$ cat src/rtl/seg_display_scan_pkg.sv
// Shared types and helpers for the 8-digit 7-segment scanner.
//   disp_src_e  : which 32-bit value is on the display
//   NUM_DIGITS  : digits on the board
//   hex_to_seg  : nibble -> active-low {g,f,e,d,c,b,a}
package seg_pkg;

  typedef enum logic [1:0] {
    SRC_LED    = 2'd0,
    SRC_ALL    = 2'd1,
    SRC_BRANCH = 2'd2,
    SRC_JMP    = 2'd3
  } disp_src_e;

  localparam int NUM_DIGITS = 8;

  function automatic logic [6:0] hex_to_seg(input logic [3:0] h);
    logic [6:0] s;
    case (h)
      4'h0: s = 7'h40;
      4'h1: s = 7'h79;
      4'h2: s = 7'h24;
      4'h3: s = 7'h30;
      4'h4: s = 7'h19;
      4'h5: s = 7'h12;
      4'h6: s = 7'h02;
      4'h7: s = 7'h78;
      4'h8: s = 7'h00;
      4'h9: s = 7'h10;
      4'hA: s = 7'h08;
      4'hB: s = 7'h03;
      4'hC: s = 7'h46;
      4'hD: s = 7'h21;
      4'hE: s = 7'h06;
      default: s = 7'h0E;
    endcase
    return s;
  endfunction

endpackage

$ cat src/rtl/seg_display_scan_if.sv
// Bundle between the CPU-side sources / board button and the display scanner.
//   led_data, count_all, count_branch, count_jmp : 32-bit display sources
//   sel_btn  : raw source-select button (active-high, asynchronous)
//   an, seg  : active-low digit enables / segments {dp,g..a}
//   src_sel  : currently selected source
// master drives the sources and button; slave is the scanner.
interface seg_display_scan_if;
  logic [31:0] led_data;
  logic [31:0] count_all;
  logic [31:0] count_branch;
  logic [31:0] count_jmp;
  logic        sel_btn;
  logic [7:0]  an;
  logic [7:0]  seg;
  logic [1:0]  src_sel;

  modport master (
    output led_data, count_all, count_branch, count_jmp, sel_btn,
    input  an, seg, src_sel
  );

  modport slave (
    input  led_data, count_all, count_branch, count_jmp, sel_btn,
    output an, seg, src_sel
  );
endinterface

$ cat src/rtl/seg_display_scan_debounce.sv
// Button conditioner: 2-flop synchroniser, debounce counter, press pulse.
//   clk, clr_n : clock, async active-low reset
//   btn        : raw asynchronous button level
//   press      : one-cycle pulse when the debounced level goes 0->1
// A level change is accepted after it has persisted for DEBOUNCE_CYC
// consecutive cycles; any bounce back to the stable level restarts the count.
module btn_debounce #(
  parameter int DEBOUNCE_CYC = 1000000
) (
  input  logic clk,
  input  logic clr_n,
  input  logic btn,
  output logic press
);
  localparam int CW = (DEBOUNCE_CYC > 1) ? $clog2(DEBOUNCE_CYC) : 1;

  logic          s1, s2, stable;
  logic [CW-1:0] cnt;

  always_ff @(posedge clk or negedge clr_n) begin
    if (!clr_n) begin
      s1     <= 1'b0;
      s2     <= 1'b0;
      stable <= 1'b0;
      cnt    <= '0;
      press  <= 1'b0;
    end else begin
      s1    <= btn;
      s2    <= s1;
      press <= 1'b0;
      if (s2 == stable) begin
        cnt <= '0;
      end else if (cnt == CW'(DEBOUNCE_CYC - 1)) begin
        // This is the DEBOUNCE_CYC-th differing cycle: accept the level.
        stable <= s2;
        cnt    <= '0;
        press  <= s2;  // release (1->0) gives no pulse
      end else begin
        cnt <= cnt + 1'b1;
      end
    end
  end
endmodule

$ cat src/rtl/seg_display_scan.sv
// 8-digit common-anode multiplexed 7-segment driver for the CPU outputs.
//   clk, clr_n : clock, async active-low reset
//   bus        : seg_display_scan_if.slave (sources, button, an/seg/src_sel)
// The button cycles LED -> ALL -> BRANCH -> JMP. The selected source is
// snapshotted once per frame (when the digit index wraps to 0) so a frame
// never mixes two values. dp marks the selected source on digits 0-3.
// Optional build macro LEADING_ZERO_BLANK_EN blanks digits above the
// most-significant non-zero nibble (digit 0 is always shown).
module seg_display_scan
  import seg_pkg::*;
#(
  parameter int SCAN_DIV     = 100000,
  parameter int DEBOUNCE_CYC = 1000000
) (
  input  logic                clk,
  input  logic                clr_n,
  seg_display_scan_if.slave   bus
);
  localparam int DW = $clog2(SCAN_DIV);

  logic [DW-1:0] div;
  logic [2:0]    idx, idx_nxt;
  logic          tick, wrap, press;
  disp_src_e     src;
  logic [31:0]   snap, snap_nxt, src_val;
  logic [7:0]    an_q, seg_q;
  logic [7:0]    blank_nxt;

  btn_debounce #(.DEBOUNCE_CYC(DEBOUNCE_CYC)) u_db (
    .clk   (clk),
    .clr_n (clr_n),
    .btn   (bus.sel_btn),
    .press (press)
  );

  assign tick    = (div == DW'(SCAN_DIV - 1));
  assign idx_nxt = idx + 3'd1;
  assign wrap    = tick && (idx == 3'd7);

  always_comb begin
    src_val = bus.led_data;
    case (src)
      SRC_ALL:    src_val = bus.count_all;
      SRC_BRANCH: src_val = bus.count_branch;
      SRC_JMP:    src_val = bus.count_jmp;
      default:    src_val = bus.led_data;
    endcase
  end

  // The digit shown right after a wrap must come from the new snapshot,
  // so the output registers look at the value being loaded.
  assign snap_nxt = wrap ? src_val : snap;

`ifdef LEADING_ZERO_BLANK_EN
  logic [7:0] blank, load_mask;
  logic       zero_above;

  // Mask is fixed per frame: built from the incoming snapshot at load.
  always_comb begin
    load_mask  = '0;
    zero_above = 1'b1;
    for (int i = NUM_DIGITS - 1; i > 0; i--) begin
      zero_above   = zero_above && (src_val[4*i +: 4] == 4'h0);
      load_mask[i] = zero_above;
    end
  end

  assign blank_nxt = wrap ? load_mask : blank;

  always_ff @(posedge clk or negedge clr_n) begin
    if (!clr_n)    blank <= '0;
    else if (wrap) blank <= load_mask;
  end
`else
  assign blank_nxt = '0;
`endif

  // Source FSM
  always_ff @(posedge clk or negedge clr_n) begin
    if (!clr_n) begin
      src <= SRC_LED;
    end else if (press) begin
      case (src)
        SRC_LED:    src <= SRC_ALL;
        SRC_ALL:    src <= SRC_BRANCH;
        SRC_BRANCH: src <= SRC_JMP;
        default:    src <= SRC_LED;
      endcase
    end
  end

  // Divider, digit index, snapshot and registered outputs
  always_ff @(posedge clk or negedge clr_n) begin
    if (!clr_n) begin
      div   <= '0;
      idx   <= '0;
      snap  <= '0;
      an_q  <= 8'hFF;
      seg_q <= 8'hFF;
    end else begin
      div <= tick ? '0 : div + 1'b1;
      if (tick) begin
        idx        <= idx_nxt;
        snap       <= snap_nxt;
        an_q       <= ~(8'b1 << idx_nxt);
        seg_q[7]   <= (idx_nxt != {1'b0, src});
        seg_q[6:0] <= blank_nxt[idx_nxt] ? 7'h7F
                                         : hex_to_seg(snap_nxt[{idx_nxt, 2'b00} +: 4]);
      end
    end
  end

  assign bus.an      = an_q;
  assign bus.seg     = seg_q;
  assign bus.src_sel = src;
endmodule
$ cat src/flat_wrapper.sv
// flat-port wrapper written by rule: the top's interface ports become plain ports
module seg_display_scan_flat import seg_pkg::*;
#(
  parameter int SCAN_DIV     = 100000,
  parameter int DEBOUNCE_CYC = 1000000
)
  (clk, clr_n, bus_led_data, bus_count_all, bus_count_branch, bus_count_jmp, bus_sel_btn, bus_an, bus_seg, bus_src_sel);
  seg_display_scan_if bus_i ();
  input  logic clk;
  input  logic clr_n;
  input wire logic [$bits(bus_i.led_data)-1:0] bus_led_data;
  input wire logic [$bits(bus_i.count_all)-1:0] bus_count_all;
  input wire logic [$bits(bus_i.count_branch)-1:0] bus_count_branch;
  input wire logic [$bits(bus_i.count_jmp)-1:0] bus_count_jmp;
  input wire logic [$bits(bus_i.sel_btn)-1:0] bus_sel_btn;
  output wire logic [$bits(bus_i.an)-1:0] bus_an;
  output wire logic [$bits(bus_i.seg)-1:0] bus_seg;
  output wire logic [$bits(bus_i.src_sel)-1:0] bus_src_sel;
  assign bus_i.led_data = bus_led_data;
  assign bus_i.count_all = bus_count_all;
  assign bus_i.count_branch = bus_count_branch;
  assign bus_i.count_jmp = bus_count_jmp;
  assign bus_i.sel_btn = bus_sel_btn;
  assign bus_an = bus_i.an;
  assign bus_seg = bus_i.seg;
  assign bus_src_sel = bus_i.src_sel;
  seg_display_scan #(.SCAN_DIV(SCAN_DIV), .DEBOUNCE_CYC(DEBOUNCE_CYC)) u_core (.clk(clk), .clr_n(clr_n), .bus(bus_i));
endmodule
$ cat config.mk
export PLATFORM = sky130hd
export DESIGN_NAME = seg_display_scan_flat
export DESIGN_NICKNAME = d
export VERILOG_FILES = /design/src/rtl/seg_display_scan_pkg.sv /design/src/rtl/seg_display_scan_if.sv /design/src/rtl/seg_display_scan_debounce.sv /design/src/rtl/seg_display_scan.sv /design/src/flat_wrapper.sv
export SDC_FILE = /design/constraint.sdc
export NUM_CORES = 1
export LEC_CHECK = 0
export ABC_AREA = 1
export CAP_MARGIN = 15
export CORE_MARGIN = 1
export CORE_UTILIZATION = 40
export CTS_BUF_LIST = sky130_fd_sc_hd__clkbuf_2
export DETAILED_ROUTE_END_ITERATION = 8
export PLACE_DENSITY = 0.66
export SLEW_MARGIN = 20
export SYNTH_ARGS = -nofsm -noshare
export SYNTH_HDL_FRONTEND = slang
export SYNTH_HIERARCHICAL = 1
export SYNTH_SLANG_ARGS = --single-unit
$ cat constraint.sdc
create_clock -name clk -period 3.5 [get_ports clk]
set_input_delay 0.7 -clock clk [delete_from_list [all_inputs] [get_ports clk]]
set_output_delay 0.7 -clock clk [all_outputs]
set_load 0.1 [all_outputs]
---- After elaboration in Yosys (flattened, before gate mapping) ----
Memory sizes are Yosys's and may differ from the RTL's.
Cells that the tools add are included.
cells by class
  add/sub/neg operators ................... 3
  $lt $le $gt $ge ......................... 1
  equality and inequality tests ........... 8
  shift operators ......................... 2
  muxes and demuxes ....................... 10
  bitwise operators ....................... 2
  reduce and logical (&&, ||, !) cells .... 3
operators by type and width
  cell                   number
  $pmux 32 s3            1
  $mux 20                2
  $mux 32                1
  $shiftx 32x6->4        1
  $add 20x1->20 const B  1
  $eq 20x20->1 const B   1
  $add 17x1->17 const B  1
  $eq 17x17->1 const B   1
  $mux 17                1
  $not 8->8              1
  $shl 1x3->8 const A    1
  $mux 7                 1
  $pmux 2 s3             1
  $eq 2x2->1 const B     2
  $lt 3x4->1 const B     1
  $add 3x1->3 const B    1
  $eq 3x3->1 const B     1
  $mux 1                 3
  $ne 3x2->1             1
  $eq 2x1->1 const B     1
  $logic_not 2->1        1
  $reduce_and 2->1       1
  $eq 1x1->1             1
  $logic_and 1x1->1      1
  $not 1->1              1
storage, ports and cells
  register bits after elaboration ......... 94
  bits in read-only memories .............. 120
  input bits .............................. 131
  output and inout port bits .............. 18
  memories ................................ 2
memory list
  memory           words  width  read ports  clocked after Yosys merged registers in  write ports  line                        source
  (no name shown)  16     7      1           0                                        0            seg_display_scan_pkg.sv:18  case (h)
  (no name shown)  8      1      1           0                                        0            seg_display_scan.sv:107     seg_q[6:0] <= blank_nxt[idx_nxt] ? 7'h7F

---- Longest topological paths before layout ----
Gate-level depths: netlist (run 1).
An unclocked memory read counts as a cell.
  word-level depth ........................ 6
  depth in mapped cells ................... 21
  mapped depth without buffers ............ 19

---- By module ----
Netlist (run 1), hierarchy kept.
modules (own cells, without submodules)
  module            instances  cells each  area an instance (um^2)
  seg_display_scan  1          703         4792.1
  btn_debounce      1          167         1395.1

---- Worst setup path after synthesis (run 1) ----
Ideal clock, no wire load.
  path kind ............................... reg2reg
  start ................................... reg u_core.src[0] (netlist: u_core/bus.src_sel[0])
  end ..................................... reg u_core.seg_q[6] (netlist: u_core/bus.seg[6])
  arrival ................................. 3.217 ns
  data required time ...................... 3.432 ns
  path slack .............................. 0.215 ns
  stages on the path, launching flop included .. 19
  path buffers ............................ 2
  period minus slack after synthesis ...... 3.285 ns
  cell sequence ........................... dfrtp_1 > inv_1 > ha_1 > inv_1 > buf_2 > buf_2 > nor2_1 > a31oi_1 > nand2_1 > nand3_1 > nand3_1 > nand3_1 > nand2_1 > inv_1 > ha_1 > nand3_1 > nand2_1 > nand2_1 > a21boi_2
between the ends
  longest elaborated chain between the ends .. 6
ends and longest elaborated chain
  item                                      line                     source
  start, declared                           seg_display_scan.sv:24   disp_src_e src;
  start signal, assigned                    seg_display_scan.sv:81   src <= SRC_LED;
  start signal, assigned                    seg_display_scan.sv:84   SRC_LED: src <= SRC_ALL;
  start signal, assigned                    seg_display_scan.sv:85   SRC_ALL: src <= SRC_BRANCH;
  $eq 2x2->1 or $eq 2x1->1 (tied branches)  seg_display_scan.sv:42   case (src)
  $pmux 32 s3 (*)                           seg_display_scan.sv:42
  $mux 32 (*)                               seg_display_scan.sv:52   assign snap_nxt = wrap ? src_val : snap;
  $shiftx 32x6->4 (*)                       seg_display_scan.sv:108  : hex_to_seg(snap_nxt[{idx_nxt, 2'b00} +: 4]);
  $mem_v2 16x7 (*)                          --
  $mux 7 (*)                                seg_display_scan.sv:107
  end signal, assigned                      seg_display_scan.sv:107
  end, declared                             seg_display_scan.sv:26   logic [7:0] an_q, seg_q;
Every way passes the cells marked *; elsewhere a longest branch is shown, timed or not.
A chain may end at the register's enable or synchronous reset.

---- Worst setup path after layout (run 1) ----
  start ................................... reg u_core.src[1] (netlist: u_core/bus.src_sel[1])
  end ..................................... reg u_core.seg_q[1] (netlist: u_core/bus.seg[1])
The elaborated chain is that of the path after synthesis.

==> results.json, run 1 <==
{
  "status": "finished, final reports clean",
  "path_class": "reg2reg",
  "globalRouteTotalUtil_pct": 23.3,
  "end_kind": "flip-flop",
  "leakage_nw": 3.74,
  "dp_hpwl_mm": 13.7,
  "wire_per_inst_um": 14.5,
  "layout_commonest_cell": "nand2_1",
  "cts_sinks": 94,
  "antenna_found_initial": 0,
  "syn_to_final_growth_pct": 29.7,
  "cap_viol_max_count": 0,
  "synthAdderAreaFrac_pct": 4.04,
  "yosys.area_share.simple_pct": 43.2,
  "synth-xor-area-share_pct": 1.96,
  "avgSynthCellArea_um2": 7.11,
  "fp.dieH_um": 126,
  "required_ns": 4.03,
  "core_mm2": 0.0151,
  "synth-compound-area-share_pct": 6.21,
  "r2r_start": "u_core/bus.src_sel[1]",
  "vias": 6030,
  "fin_crit_sh_pct": 87.0,
  "gp_congestion": 0.867,
  "netlist_instances": 870,
  "num_io_pins": 149,
  "port_buffers": 148,
  "h-tree-depth": 3,
  "yosys-mux-area-fraction_pct": 0,
  "path_cells": "inv_1 -> ha_1 -> nand2_1 -> nand3_1 -> nand2_1 -> nand2_1 -> nand2_1 -> nand3_1 -> nand3_1 -> nand3_1 -> nand2_1 -> ha_1 -> nand3_1 -> nor2_1 -> nor2_1 -> a21boi_1",
  "clk_pin_slew_ns": 0.26,
  "hp-class": "in2async",
  "yosysWarnings": 6,
  "critical-path-max-stage-delay_ns": 0.65,
  "setup_violations": 0,
  "dr.pass1.iters": 5,
  "rsz0062_at_grt": "no",
  "start_kind": "flip-flop",
  "syn-num-nets": 1021,
  "overflow": 0,
  "hold_viol_final": 0,
  "fin_hold_ws_ns": 0.150,
  "grt_max_degree": 64,
  "mostFrequentLayoutCells": "nand2_1 (332), clkdlybuf4s50_1 (129), nand3_1 (105), dfrtp_1 (78), nor2_1 (73)",
  "synth_top_family_by_area": "simple AND/OR/NAND/NOR gates",
  "ant_nets": 0,
  "drc": 0,
  "finClkSkew_ns": 0.0221,
  "slew_headroom_pct": 45.4,
  "synth.distinct_cells": 45,
  "drt_iter0_markers": 351,
  "vias_per_cell": 4.98,
  "root_buffer": "clkbuf_2",
  "filler_cell_count": 1501,
  "path_max_fanout": 18,
  "cts_buffers": 9,
  "cts_buffer_depth": 2,
  "seq_area_mm2": 0.00237,
  "cts_setup_buffers": 0,
  "drive_gt1_share_pct": 12.1,
  "antenna_cells": 0,
  "tightestPinTransition_ns": 0.819,
  "ys_ff_latch": 94,
  "multi_input_area_mm2": 0.00343,
  "synth_area_mm2": 0.00619,
  "post_cts_resized": 0,
  "drt_wl_total_mm": 17.6,
  "p_per_area_mw_per_mm2": 247,
  "tritoncts": "yes",
  "row_count": 45,
  "ys_seq_area_share_pct": 38.3,
  "crit_arrival_ns": 3.57,
  "die-area_mm2": 0.0160,
  "fin_tns_setup_ns": 0,
  "fin_crit_ns": 3.04,
  "setup.worst_path.start": "u_core/bus.src_sel[1]",
  "grt_pass1_wl_mm": 29.4,
  "clkLatencyLatePin_ns": 0.58,
  "start_util_pct": 40.9,
  "max_freq_mhz": 329,
  "cts_hold_buf": 0,
  "nets": 1170,
  "cp_slowest_cell": "ha_1",
  "grt_pass1_vias": 5882,
  "die_w_um": 126,
  "peakVddDrop_mv": 0.172,
  "finalMaxSlewViolations": 0
}
-- state kept, by name, summed over array words and instances, names as in the netlist --
name	flops
u_core/u_db/stable	1
u_core/u_db/cnt	20
u_core/u_db/press	1
u_core/div	17
u_core/snap	32
u_core/idx	3
u_core/bus.src_sel	2
u_core/bus.seg	8
u_core/bus.an	8
u_core/u_db/s1	1
u_core/u_db/s2	1
-- Yosys cell counts (all sizes together) --
cell / count / area, um2
nand2: 347 / 1360
nand3: 115 / 641
nor2: 89 / 428
dfrtp: 78 / 1950
inv: 65 / 244
a21oi: 20 / 100
ha: 20 / 250
nand4: 20 / 140
o21ai: 20 / 100
buf: 16 / 95.1
dfstp: 16 / 420
clkbuf: 11 / 41.3
xor2: 10 / 95.1
a31oi: 9 / 56.3
nor3: 7 / 40.0
nand3b: 4 / 42.5
o21a: 4 / 30.0
a2bb2oi: 3 / 26.3
o21bai: 3 / 26.3
xnor2: 3 / 26.3
a21boi: 2 / 18.8
clkinv: 2 / 8.75
or2: 2 / 12.5
a221oi: 1 / 8.76
a311oi: 1 / 8.76
nor4: 1 / 6.26
o221ai: 1 / 8.76
-- critical path, delay by kind of cell, from the launching register on --
family          cells  cell delay [ns]
compound gates      1             0.14
fa+ha+maj           2             0.96
buf+inv             1             0.17
flops               1             0.49
simple gates       12             1.22
-- where the power goes --
group / internal, mW / total [mW] / switching [mW]
clock: 0.312 / 0.685 / 0.373
sequential: 1.09 / 1.10 / 0.00275
combinational: 0.140 / 0.203 / 0.0630
total: 1.55 / 1.98 / 0.439
-- cells by family (layout without fill, tap and decap cells) --
logic type               count (synthesis)  in the layout
AND/OR/NAND/NOR                        585            585
flip-flops                              94             94
buffers and inverters                   94            248
AO/OA/AOI/OAI                           64             64
adder cells (fa/ha/maj)                 20             20
XOR/XNOR                                13             13
-- area by class of cell --
class | instances | area share (%)
Tap cell | 188 | 2.93
Clock inverter | 7 | 1.51
Multi-Input combinational cell | 682 | 42.7
Clock buffer | 9 | 0.561
Sequential cell | 94 | 29.6
Timing Repair Buffer | 165 | 19.6
Inverter | 67 | 3.15
-- per-layer routing --
metal	wire length, um	track usage (%)
met5	0	0
met4	380	6.31
met3	833	5.44
met2	8720	40.2
met1	7670	29.1
-- stage by stage --
stage	worst slack, ns	area, um2	total power, mW	utilization [%]	cells
3_5_place_dp	0.487	7860	1.32	51.9	1196
6_report	0.456	8030	1.98	53.0	1212
4_1_cts	0.425	8030	2.02	53.0	1212
5_1_grt	0.0675	8030	2.08	53.0	1212
3_3_place_gp	0.537	7860	1.32	51.9	1196
2_1_floorplan	0.215	6190	1.14	-	870
-- worst paths after layout --
| path | endpoint | slack [ns] | depth (start not counted) |
|---|---|---|---|
| worst max-delay path | u_core/bus.seg[1] | 0.46 | 16 |
| worst min-delay path | u_core/snap[0] | 0.15 | 1 |
| worst max register to register | u_core/bus.seg[1] | 0.46 | 16 |
| worst min register to register | u_core/u_db/s2 | 0.40 | 0 |
| max in group asynchronous | u_core/bus.an[7] | 2.62 | 2 |
| min in group clk | u_core/u_db/s2 | 0.40 | 0 |
No activity file was read; power rests on OpenSTA's default activity.
==> run 2, diff against run 1 <==
--- a/config.mk
+++ b/config.mk
@@ -11,7 +11,8 @@
 export CORE_UTILIZATION = 40
 export CTS_BUF_LIST = sky130_fd_sc_hd__clkbuf_2
 export DETAILED_ROUTE_END_ITERATION = 8
-export PLACE_DENSITY = 0.66
+export DONT_BUFFER_PORTS = 1
+export PLACE_DENSITY = 0.53
 export SLEW_MARGIN = 20
 export SYNTH_ARGS = -nofsm -noshare
 export SYNTH_HDL_FRONTEND = slang
==> results.json, run 2 (synthesis results as in run 1) <==
{
  "final_cell_area_mm2": 0.00651,
  "cts_buffers": 9,
  "grt_max_degree": 95,
  "cts_setup_buffers": 0,
  "globalRouteTotalUtil_pct": 21.5,
  "wire_per_inst_um": 15.4,
  "hold_viol_final": 0,
  "h-tree-depth": 3,
  "postLayoutCoreUtil_pct": 43.0,
  "place_area_mm2": 0.00638,
  "slew_headroom_pct": 49.2,
  "peakVddDrop_mv": 0.113,
  "end_kind": "flip-flop",
  "crit_top_cell": "nand2_1",
  "nets": 1020,
  "grt_pass1_wl_mm": 27.2,
  "fin_crit_ns": 3.03,
  "drive_gt1_share_pct": 11.6,
  "start_util_pct": 40.9,
  "finalMaxSlewViolations": 0,
  "fin_hold_ws_ns": 0.0967,
  "hp-class": "in2reg",
  "core_mm2": 0.0151,
  "finClkSkew_ns": 0.0216,
  "path_max_fanout": 21,
  "largestRegisters": "u_core/snap (32), u_core/u_db/cnt (20), u_core/div (17)",
  "place_ws_ns": 0.529,
  "drc": 0,
  "syn_to_final_growth_pct": 5.20,
  "rsz0062_at_grt": "no",
  "regMostFlops": "u_core/snap",
  "required_ns": 4.05,
  "start_kind": "flip-flop",
  "row_count": 45,
  "grt_pass1_vias": 5616,
  "die-area_mm2": 0.0160,
  "layout_commonest_cell": "nand2_1",
  "fin_cells": 1062,
  "fin_tns_setup_ns": 0,
  "dr.pass1.iters": 5,
  "critPathBufInv": 2,
  "drt_wl_total_mm": 16.4,
  "tritoncts": "yes",
  "cp_top_family": "simple AND/OR/NAND/NOR gates",
  "crit_arrival_ns": 3.58,
  "die_w_um": 126,
  "fp.dieH_um": 126,
  "overflow": 0,
  "ant_nets": 0,
  "cp_slowest_cell": "ha_1",
  "setup_violations": 0,
  "vias": 5634,
  "cts_sinks": 94,
  "post_cts_resized": 0,
  "antenna_found_initial": 0,
  "clkLatencyLatePin_ns": 0.60,
  "critical-path-max-stage-delay_ns": 0.69,
  "finalPower_mw": 1.63,
  "port_buffers": 0,
  "gp_congestion": 0.902,
  "finalWorstSetupSlack_ns": 0.473,
  "path_cells": "inv_1 -> ha_1 -> nand2_1 -> nand3_1 -> nand2_1 -> nand2_1 -> nand4_1 -> nand3_1 -> nand3_1 -> nand3_1 -> nand2_1 -> inv_1 -> ha_1 -> nand3_1 -> nand2_1 -> nand2_1 -> a21boi_2",
  "vias_per_cell": 5.31,
  "antenna_cells": 0,
  "num_io_pins": 149,
  "drt_iter0_markers": 329,
  "max_freq_mhz": 330,
  "place_inst": 1044,
  "status": "finished, final reports clean",
  "clk_pin_slew_ns": 0.24,
  "dp_hpwl_mm": 12.4,
  "tightestPinTransition_ns": 0.762,
  "cap_viol_max_count": 0,
  "mostFrequentLayoutCells": "nand2_1 (332), nand3_1 (105), dfrtp_1 (78), nor2_1 (73), inv_1 (59)",
  "fin_crit_sh_pct": 86.5,
  "path_class": "reg2reg",
  "leakage_nw": 3.09,
  "cts_buffer_depth": 2,
  "root_buffer": "clkbuf_2",
  "p_per_area_mw_per_mm2": 250,
  "largest_reg_flops": 32
}
run 2: layout make-up:
| type | count | area, um2 |
|---|---|---|
| fill | 1595 | 8640 |
| multi-input combinational | 682 | 3430 |
| inverter | 67 | 253 |
| tap | 188 | 235 |
| timing repair buffer | 15 | 135 |
| clock inverter | 6 | 37.5 |
| sequential | 94 | 2370 |
| clock buffer | 10 | 50.0 |
run 2: layer usage:
layer / vias to the layer above / track usage [%] / wire [um]
met3: 27 / 5.06 / 837
met5: - / 0 / 0
li1: 2793 / - / -
met1: 2643 / 24.8 / 6850
met4: 0 / 8.08 / 419
met2: 171 / 38.5 / 8260
run 2: repair_timing:
action	4_1_cts	5_1_grt
setup endpoints to repair	0	0
hold endpoints to repair	94	0
hold buffers	2	0
run 2: worst paths after layout:
path / startpoint / endpoint / slack (ns) / cells past startpoint
max: u_core/bus.src_sel[1] / u_core/bus.seg[6] / 0.47 / 17
min: bus_sel_btn / u_core/u_db/s1 / 0.1 / 0
max reg2reg: u_core/bus.src_sel[1] / u_core/bus.seg[6] / 0.47 / 17
min reg2reg: u_core/u_db/s1 / u_core/u_db/s2 / 0.39 / 0
max in group asynchronous: clr_n / u_core/bus.seg[7] / 2.46 / 2
min in group asynchronous: clr_n / u_core/snap[5] / 0.67 / 2
run 2: where the power goes:
| part | internal [mW] | switching, mW |
|---|---|---|
| registers | 1.09 | 0.00280 |
| clock network | 0.0936 | 0.379 |
| logic | 0.0177 | 0.0441 |
| total | 1.20 | 0.425 |
==> run 3, diff against run 2 <==
--- a/config.mk
+++ b/config.mk
@@ -9,7 +9,7 @@
 export CAP_MARGIN = 15
 export CORE_MARGIN = 1
 export CORE_UTILIZATION = 40
-export CTS_BUF_LIST = sky130_fd_sc_hd__clkbuf_2
+export CTS_BUF_LIST = sky130_fd_sc_hd__clkbuf_8
 export DETAILED_ROUTE_END_ITERATION = 8
 export DONT_BUFFER_PORTS = 1
 export PLACE_DENSITY = 0.53
==> results.json, run 3 (synthesis results as in run 1) <==
{
  "status": "finished, final reports clean",
  "drt_iter0_markers": 302,
  "nets": 1019,
  "crit_arrival_ns": 3.31,
  "path_class": "reg2reg",
  "p_per_area_mw_per_mm2": 277,
  "slew_headroom_pct": 48.9,
  "hold_viol_final": 0,
  "tightestPinTransition_ns": 0.767,
  "fin_crit_sh_pct": 85.5,
  "antenna_found_initial": 0,
  "globalRouteTotalUtil_pct": 21.6,
  "finalMaxSlewViolations": 0,
  "end_kind": "flip-flop",
  "post_cts_resized": 0,
  "layout_commonest_cell": "nand2_1",
  "drc": 0,
  "cts_buffers": 9,
  "tritoncts": "yes",
  "max_freq_mhz": 334,
  "overflow": 0,
  "die_w_um": 126,
  "clk_pin_slew_ns": 0.09,
  "gp_congestion": 0.902,
  "port_buffers": 0,
  "start_kind": "flip-flop",
  "cts_sinks": 94,
  "h-tree-depth": 3,
  "ant_nets": 0,
  "fin_crit_ns": 2.99,
  "core_mm2": 0.0151,
  "mostFrequentLayoutCells": "nand2_1 (332), nand3_1 (105), dfrtp_1 (78), nor2_1 (73), inv_1 (60)",
  "root_buffer": "clkbuf_8",
  "grt_pass1_wl_mm": 27.2,
  "cts_buffer_depth": 2,
  "die-area_mm2": 0.0160,
  "rsz0062_at_grt": "no",
  "antenna_cells": 0,
  "path_max_fanout": 21,
  "r2r_start": "u_core/bus.src_sel[1]",
  "vias": 5631,
  "largest_reg_flops": 32,
  "dr.pass1.iters": 7,
  "cap_viol_max_count": 0,
  "setup_violations": 0,
  "place_ws_ns": 0.529,
  "drt_wl_total_mm": 16.4,
  "finClkSkew_ns": 0.00582,
  "grt_max_degree": 79,
  "postLayoutCoreUtil_pct": 43.5,
  "start_util_pct": 40.9,
  "syn_to_final_growth_pct": 6.45,
  "peakVddDrop_mv": 0.160,
  "filler_cell_count": 1590,
  "wire_per_inst_um": 15.5,
  "hp-class": "in2async",
  "fin_hold_ws_ns": 0.156,
  "required_ns": 3.82,
  "multi_input_area_mm2": 0.00343,
  "regMostFlops": "u_core/snap",
  "vias_per_cell": 5.31,
  "rrSetupSlack_ns": 0.51,
  "crit-reg2reg-capture": "u_core/bus.seg[6]",
  "row_count": 45,
  "grt_pass1_vias": 5643,
  "clkLatencyLatePin_ns": 0.38,
  "seq_area_mm2": 0.00237,
  "num_io_pins": 149,
  "drive_gt1_share_pct": 11.6,
  "finalWorstSetupSlack_ns": 0.508,
  "fp.dieH_um": 126,
  "rr_worst_depth": 17,
  "fin_tns_setup_ns": 0,
  "leakage_nw": 3.12,
  "dp_hpwl_mm": 12.4,
  "largestRegisters": "u_core/snap (32), u_core/u_db/cnt (20), u_core/div (17)"
}
-- run 3: cell count changes in the layout (fill, tap and decap cells not counted) --
| cell | before | now |
|---|---|---|
| clkbuf_2 | 10 | 0 |
| clkinv_1 | 2 | 1 |
| inv_1 | 59 | 60 |
| clkbuf_8 | 0 | 10 |
| dlygate4sd3_1 | 1 | 0 |
-- run 3: worst max-delay path, stage by stage, from the launching register on --
cell	delay, ns
dfrtp_1	0.38
inv_1	0.16
ha_1	0.69
nand2_1	0.11
nand3_1	0.12
nand2_1	0.05
nand2_1	0.08
nand4_1	0.11
nand3_1	0.11
nand3_1	0.09
nand3_1	0.10
nand2_1	0.15
inv_1	0.16
ha_1	0.19
nand3_1	0.13
nand2_1	0.10
nand2_1	0.07
a21boi_2	0.13
-- run 3: cell type report --
type,count,area share [%]
Multi-Input combinational cell,682,52.0
Sequential cell,94,36.0
Inverter,67,3.84
Tap cell,188,3.57
Clock buffer,10,2.09
Timing Repair Buffer,14,1.90
Clock inverter,6,0.570
-- run 3: power by group --
| group | internal [mW] | switching, mW | leakage [nW] |
|---|---|---|---|
| registers | 1.09 | 0.00280 | 1.07 |
| clock network | 0.275 | 0.397 | 0.0899 |
| logic | 0.0170 | 0.0401 | 1.96 |
-- run 3: layer usage --
layer / GRT usage [%] / vias to the layer above / part of all wire, %
met1: 24.8 / 2651 / 42
met2: 38.7 / 160 / 50
met3: 5.15 / 28 / 5.1
met5: 0 / - / 0
met4: 8.58 / 0 / 2.6
li1: - / 2792 / -
-- run 3: repair_timing --
item                                   in CTS  in global routing
buffers inserted                            0                  0
hold buffers                                1                  0
endpoints found under the hold margin      78                  0
-- run 3: worst max path at each step --
stage	to	slack, ns	cells after the start	from
6_report	u_core/bus.seg[6]	0.51	17	u_core/bus.src_sel[1]
5_1_grt	u_core/bus.seg[3]	0.19	19	u_core/bus.src_sel[1]
4_1_cts	u_core/bus.seg[1]	0.50	16	u_core/bus.src_sel[1]
3_5_place_dp	u_core/bus.seg[1]	0.53	16	u_core/bus.src_sel[1]
3_3_place_gp	u_core/bus.seg[1]	0.63	16	u_core/bus.src_sel[1]
2_1_floorplan	u_core/bus.seg[6]	0.22	18	u_core/bus.src_sel[0]
-- run 3: metrics by stage --
stage                     cell area, um2  std cells  power (mW)
after floorplan                     6190        870        1.14
after detailed placement            6380       1044        1.15
final                               6590       1061        1.82
after CTS                           6590       1061        1.86
after global placement              6380       1044        1.15
after global routing                6590       1061        1.91
